$ cat config.mk
export PLATFORM = sky130hd
export DESIGN_NAME = regs_access_ctrl
export DESIGN_NICKNAME = d
export VERILOG_FILES = /design/src/rtl/regs_access_ctrl.sv
export SDC_FILE = /design/constraint.sdc
export NUM_CORES = 1
export LEC_CHECK = 0
export ABC_AREA = 1
export CAP_MARGIN = 0
export CORE_AREA = 5 5 191 193
export CTS_CLUSTER_SIZE = 16
export DETAILED_ROUTE_END_ITERATION = 12
export DIE_AREA = 0 0 196 198
export PLACE_DENSITY = 0.51
export SLEW_MARGIN = 25
export SYNTH_ARGS = -nofsm -noshare
export SYNTH_HDL_FRONTEND = slang
export SYNTH_SLANG_ARGS = --single-unit
$ cat constraint.sdc
create_clock -name clk_i -period 2.7 [get_ports clk_i]
set_input_delay 0.54 -clock clk_i [delete_from_list [all_inputs] [get_ports clk_i]]
set_output_delay 0.54 -clock clk_i [all_outputs]
set_load 0.02 [all_outputs]
$ cat src/rtl/regs_access_ctrl.sv
// Register-file access controller: scoreboards outstanding writes, stalls decode on
// hazards, bypasses same-cycle writeback data and registers operands for execute.
module regs_access_ctrl #(
  parameter int PENDING_W = 2
) (
  input  logic        clk_i,
  input  logic        rst_i,
  input  logic        dec_valid_i,
  output logic        dec_ready_o,
  input  logic [4:0]  dec_rs1_i,
  input  logic [4:0]  dec_rs2_i,
  input  logic [4:0]  dec_rd_i,
  input  logic        dec_rd_we_i,
  output logic        op_valid_o,
  input  logic        op_ready_i,
  output logic [31:0] op_rs1_data_o,
  output logic [31:0] op_rs2_data_o,
  output logic [4:0]  op_rd_o,
  input  logic        wb_valid_i,
  input  logic [4:0]  wb_rd_i,
  input  logic [31:0] wb_data_i,
  output logic [4:0]  regs_raddr1_o,
  input  logic [31:0] regs_rdata1_i,
  output logic [4:0]  regs_raddr2_o,
  input  logic [31:0] regs_rdata2_i,
  output logic        regs_write_o,
  output logic [4:0]  regs_waddr_o,
  output logic [31:0] regs_wdata_o
);

  localparam logic [PENDING_W-1:0] CNT_MAX = '1;
  localparam logic [PENDING_W-1:0] CNT_ONE = PENDING_W'(1);

  logic [PENDING_W-1:0] r_cnt [32];
  logic                 r_op_valid;
  logic [31:0]          r_op_rs1_data;
  logic [31:0]          r_op_rs2_data;
  logic [4:0]           r_op_rd;

  logic        w_byp1, w_byp2;
  logic        w_src_stall1, w_src_stall2, w_dst_stall, w_hazard;
  logic        w_ready, w_accept, w_inc, w_dec;
  logic [31:0] w_rs1_data, w_rs2_data;

  assign regs_raddr1_o = dec_rs1_i;
  assign regs_raddr2_o = dec_rs2_i;
  assign regs_write_o  = wb_valid_i && (wb_rd_i != 5'd0);
  assign regs_waddr_o  = wb_rd_i;
  assign regs_wdata_o  = wb_data_i;

  // A source is only bypassable when the retiring write is the last one pending on it.
  assign w_byp1 = wb_valid_i && (wb_rd_i == dec_rs1_i) && (r_cnt[dec_rs1_i] == CNT_ONE);
  assign w_byp2 = wb_valid_i && (wb_rd_i == dec_rs2_i) && (r_cnt[dec_rs2_i] == CNT_ONE);

  assign w_src_stall1 = (dec_rs1_i != 5'd0) && (r_cnt[dec_rs1_i] != '0) && !w_byp1;
  assign w_src_stall2 = (dec_rs2_i != 5'd0) && (r_cnt[dec_rs2_i] != '0) && !w_byp2;
  assign w_dst_stall  = dec_rd_we_i && (dec_rd_i != 5'd0) && (r_cnt[dec_rd_i] == CNT_MAX);
  assign w_hazard     = w_src_stall1 || w_src_stall2 || w_dst_stall;

  assign w_ready  = !w_hazard && (!r_op_valid || op_ready_i);
  assign w_accept = dec_valid_i && w_ready;
  assign w_inc    = w_accept && dec_rd_we_i && (dec_rd_i != 5'd0);
  assign w_dec    = regs_write_o;

  assign w_rs1_data = (dec_rs1_i == 5'd0) ? 32'd0 : (w_byp1 ? wb_data_i : regs_rdata1_i);
  assign w_rs2_data = (dec_rs2_i == 5'd0) ? 32'd0 : (w_byp2 ? wb_data_i : regs_rdata2_i);

  assign dec_ready_o   = w_ready;
  assign op_valid_o    = r_op_valid;
  assign op_rs1_data_o = r_op_rs1_data;
  assign op_rs2_data_o = r_op_rs2_data;
  assign op_rd_o       = r_op_rd;

  // NOTE: the scoreboard must be cleared on reset (unlike a data RAM): stale counts
  // would stall decode forever; sequential state always uses non-blocking assignment.
  always_ff @(posedge clk_i) begin
    if (rst_i) begin
      for (int i = 0; i < 32; i++) r_cnt[i] <= '0;
    end else begin
      for (int i = 1; i < 32; i++) begin
        if (w_inc && (dec_rd_i == 5'(i)) && !(w_dec && (wb_rd_i == 5'(i)))) begin
          r_cnt[i] <= r_cnt[i] + CNT_ONE;
        end else if (w_dec && (wb_rd_i == 5'(i)) && !(w_inc && (dec_rd_i == 5'(i)))
                     && (r_cnt[i] != '0)) begin
          r_cnt[i] <= r_cnt[i] - CNT_ONE;
        end
      end
    end
  end

  always_ff @(posedge clk_i) begin
    if (rst_i) begin
      r_op_valid    <= 1'b0;
      r_op_rs1_data <= 32'd0;
      r_op_rs2_data <= 32'd0;
      r_op_rd       <= 5'd0;
    end else if (w_accept) begin
      r_op_valid    <= 1'b1;
      r_op_rs1_data <= w_rs1_data;
      r_op_rs2_data <= w_rs2_data;
      r_op_rd       <= dec_rd_we_i ? dec_rd_i : 5'd0;
    end else if (op_ready_i && r_op_valid) begin
      r_op_valid    <= 1'b0;
    end
  end

endmodule

==> qor.csv <==
metric;value;unit
status;complete, no violations;
relSlewSlack;0.562;
reg2reg_slack;0.07;ns
synth-main-ff-cell;dfxtp_1;
num_io_pins;241;
powerDensity;409;mW/mm^2
first_global_vias;11900;
hold_path_end;op_rs2_data_o[21];
core;0.0344;sq mm
path_delay_family;simple AND/OR/NAND/NOR gates;
drc;0;
grt_pass1_wl;70.8;mm
design_area;0.0155;sq mm
cts_buffers;17;
synth_edf_count;62;
path_buf_inv;3;
required;2.16;ns
critPathKind;flop to primary output;
gp_congestion;0.956;
dp_hpwl;36.8;mm
synth_fp_nets;1729;
syn2layout_area_growth;51.6;%
syn_avg_cell_area;6.35;sq um
cts_tree;done;
cp_common_cell;nand2_1;
worst_hold_path.num_cells;2;
hold_start;op_rs2_data_o[21];
dieHeight;198;um
die_x;196;um
synth_top_area_share;0.183;
rows;68;
synthArstFlopShare;0;
track_usage;0.237;
max_freq;0.373;GHz
hold_viol_final;0;
synth.largest_area_cell;edfxtp_1;
clkTransAtPathRegs;0.06;ns
layout-drive-gt1-share;0.196;
regArea;0.00326;sq mm
worstReg2RegStart;r_cnt[15][1];
syn_inst;1606;
dp_slack;-0.820;ns
layout_commonest_cell;nand2_1;
final_cell_mix;nand2_1 (408), clkdlybuf4s50_1 (222), nor2_1 (220);
vias_per_cell;5.06;
r2r_cells;15;
hold_buffers;0;
multi_input_area;0.00593;sq mm
path_cells;inv_1 -> nand2_1 -> o211ai_1 -> nand3_1 -> nand3_1 -> nand2_1 -> nand2_1 -> nand2_2 -> inv_1 -> nand2_2 -> nor2_4 -> buf_6;
dpl_cell_area;0.0142;sq mm
finalSetupViolCount;0;
power_leakage;0.00670;uW
cts-root-buf;clkbuf_16;
slew_violations;0;
syn-cell-area;0.0102;sq mm
cp.arrival;2.14;ns
grt_max_degree;42;
start_util;0.296;
hp-class;flop to flop;
fin_nets;2095;
r2r_end;r_cnt[7][0];
vias;12300;
rsz0062_at_grt;true;
synth-warning-count;0;
post_drt_wl_per_cell;19.7;um
final_core_util;0.450;
ys_seq_elements;132;
grt.overflow.total;0;
drt_iter0_markers;1051;
drt_pass1_iterations;6;
period_needed;2.68;ns
clock_latency;0.43;ns
fin_ws;0.0222;ns
finalClockSkew;0.00986;ns
cts.htree.levels;4;
finalPower;6320;uW
tightestPinTransition;0.652;ns
fillers;3597;
drv_cap;0;
antenna_found_initial;2;
netlist-cell-type-count;38;
synth_area_leaders;edfxtp_1 (18%), nand2_1 (16%), dfxtp_1 (14%);
start_kind;flop;
cp_max_fo;4;
clockBufferDepth;2;
whs;0.463;ns
ir_drop;0.322;mV
die_area;0.0388;sq mm
finalCritPeriodShare;0.992;
endpoint_kind;primary output;
wirelength;48.1;mm
cpPeakStageDelay;0.54;ns
ant_nets;0;
io_buffers;240;
clock_sinks;132;
seq_area_frac_synth;0.320;
slowest_stage;edfxtp_1;
[per-layer routing]
metal | global-route usage | vias to the layer above | wire length, um
met5 | 0 | - | 34
met4 | 0.0962 | 4 | 1810
met3 | 0.0613 | 72 | 4040
li1 | - | 6031 | -
met1 | 0.304 | 5722 | 20300
met2 | 0.382 | 517 | 21900
[synthesized netlist by cell type, types with 8 or more instances]
| master | n |
|---|---|
| buf_4 | 57 |
| o211ai_1 | 41 |
| a21oi_1 | 138 |
| xor2_1 | 23 |
| nand4_1 | 18 |
| inv_1 | 113 |
| buf_2 | 30 |
| edfxtp_1 | 62 |
| nand2_1 | 426 |
| nand3_1 | 141 |
| o21ai_0 | 114 |
| nor2_1 | 228 |
| nor3_1 | 27 |
| a211oi_1 | 8 |
| dfxtp_1 | 70 |
| buf_6 | 8 |
| clkbuf_1 | 36 |
[worst max path at each step]
| stage | startpoint | to | slack, ns | cells after the start |
|---|---|---|---|---|
| floorplan | dec_rs1_i[2] | r_cnt[1][0] | 0.08 | 19 |
| global placement | dec_rd_i[1] | dec_ready_o | -0.82 | 13 |
| detailed placement | dec_rs2_i[0] | r_cnt[16][1] | -0.82 | 18 |
| CTS | dec_rd_i[0] | dec_ready_o | -0.1 | 16 |
| global route | r_cnt[31][1] | dec_ready_o | -0.07 | 12 |
| finish | r_cnt[15][1] | dec_ready_o | 0.02 | 12 |
[state kept, by name, indices dropped and copies added, names as in the netlist]
signal / flops
r_cnt: 62
op_rs1_data_o: 32
op_rs2_data_o: 32
op_rd_o: 5
op_valid_o: 1
[worst min-delay path, stage by stage (launching register included)]
cell	delay [ns]
dfxtp_1	0.31
nand2_1	0.06
a21oi_1	0.05
[power breakdown]
| group | internal, uW | switching (uW) | total (uW) | leakage, uW |
|---|---|---|---|---|
| registers | 2200 | 108 | 2310 | 0.00120 |
| clock network | 1450 | 953 | 2400 | 0.000289 |
| logic | 729 | 883 | 1610 | 0.00521 |
[area by class of cell]
cell class | instances | area share
antenna | 1 | 0.000162
clock buffer | 19 | 0.0280
clock inverter | 13 | 0.0100
inverter | 121 | 0.0299
multi-input combinational | 1216 | 0.384
sequential | 132 | 0.211
tap | 455 | 0.0368
timing repair buffer | 484 | 0.300
[kinds of logic after synthesis]
group,count (synthesis),share of synthesized area
mux,3,0.00295
flops,132,0.320
xor+xnor,26,0.0223
compound gates,320,0.172
fa+ha+maj,1,0.00123
buf+inv,258,0.126
simple gates,866,0.356
[through the flow]
stage / TNS, ns / std cells
2_1_floorplan: 0 / 1606
3_3_place_gp: -113.60 / 2383
3_5_place_dp: -115.64 / 2383
4_1_cts: -0.0969 / 2426
5_1_grt: -0.330 / 2440
6_report: 0 / 2441
[timing repair]
item / CTS / global route
resized for setup: 63 / 94
pin swaps: 12 / 23
cloned: 3 / 3
setup buffers: 8 / 12
setup endpoints to repair: 180 / 173
Power figures use the tool's default switching activity.
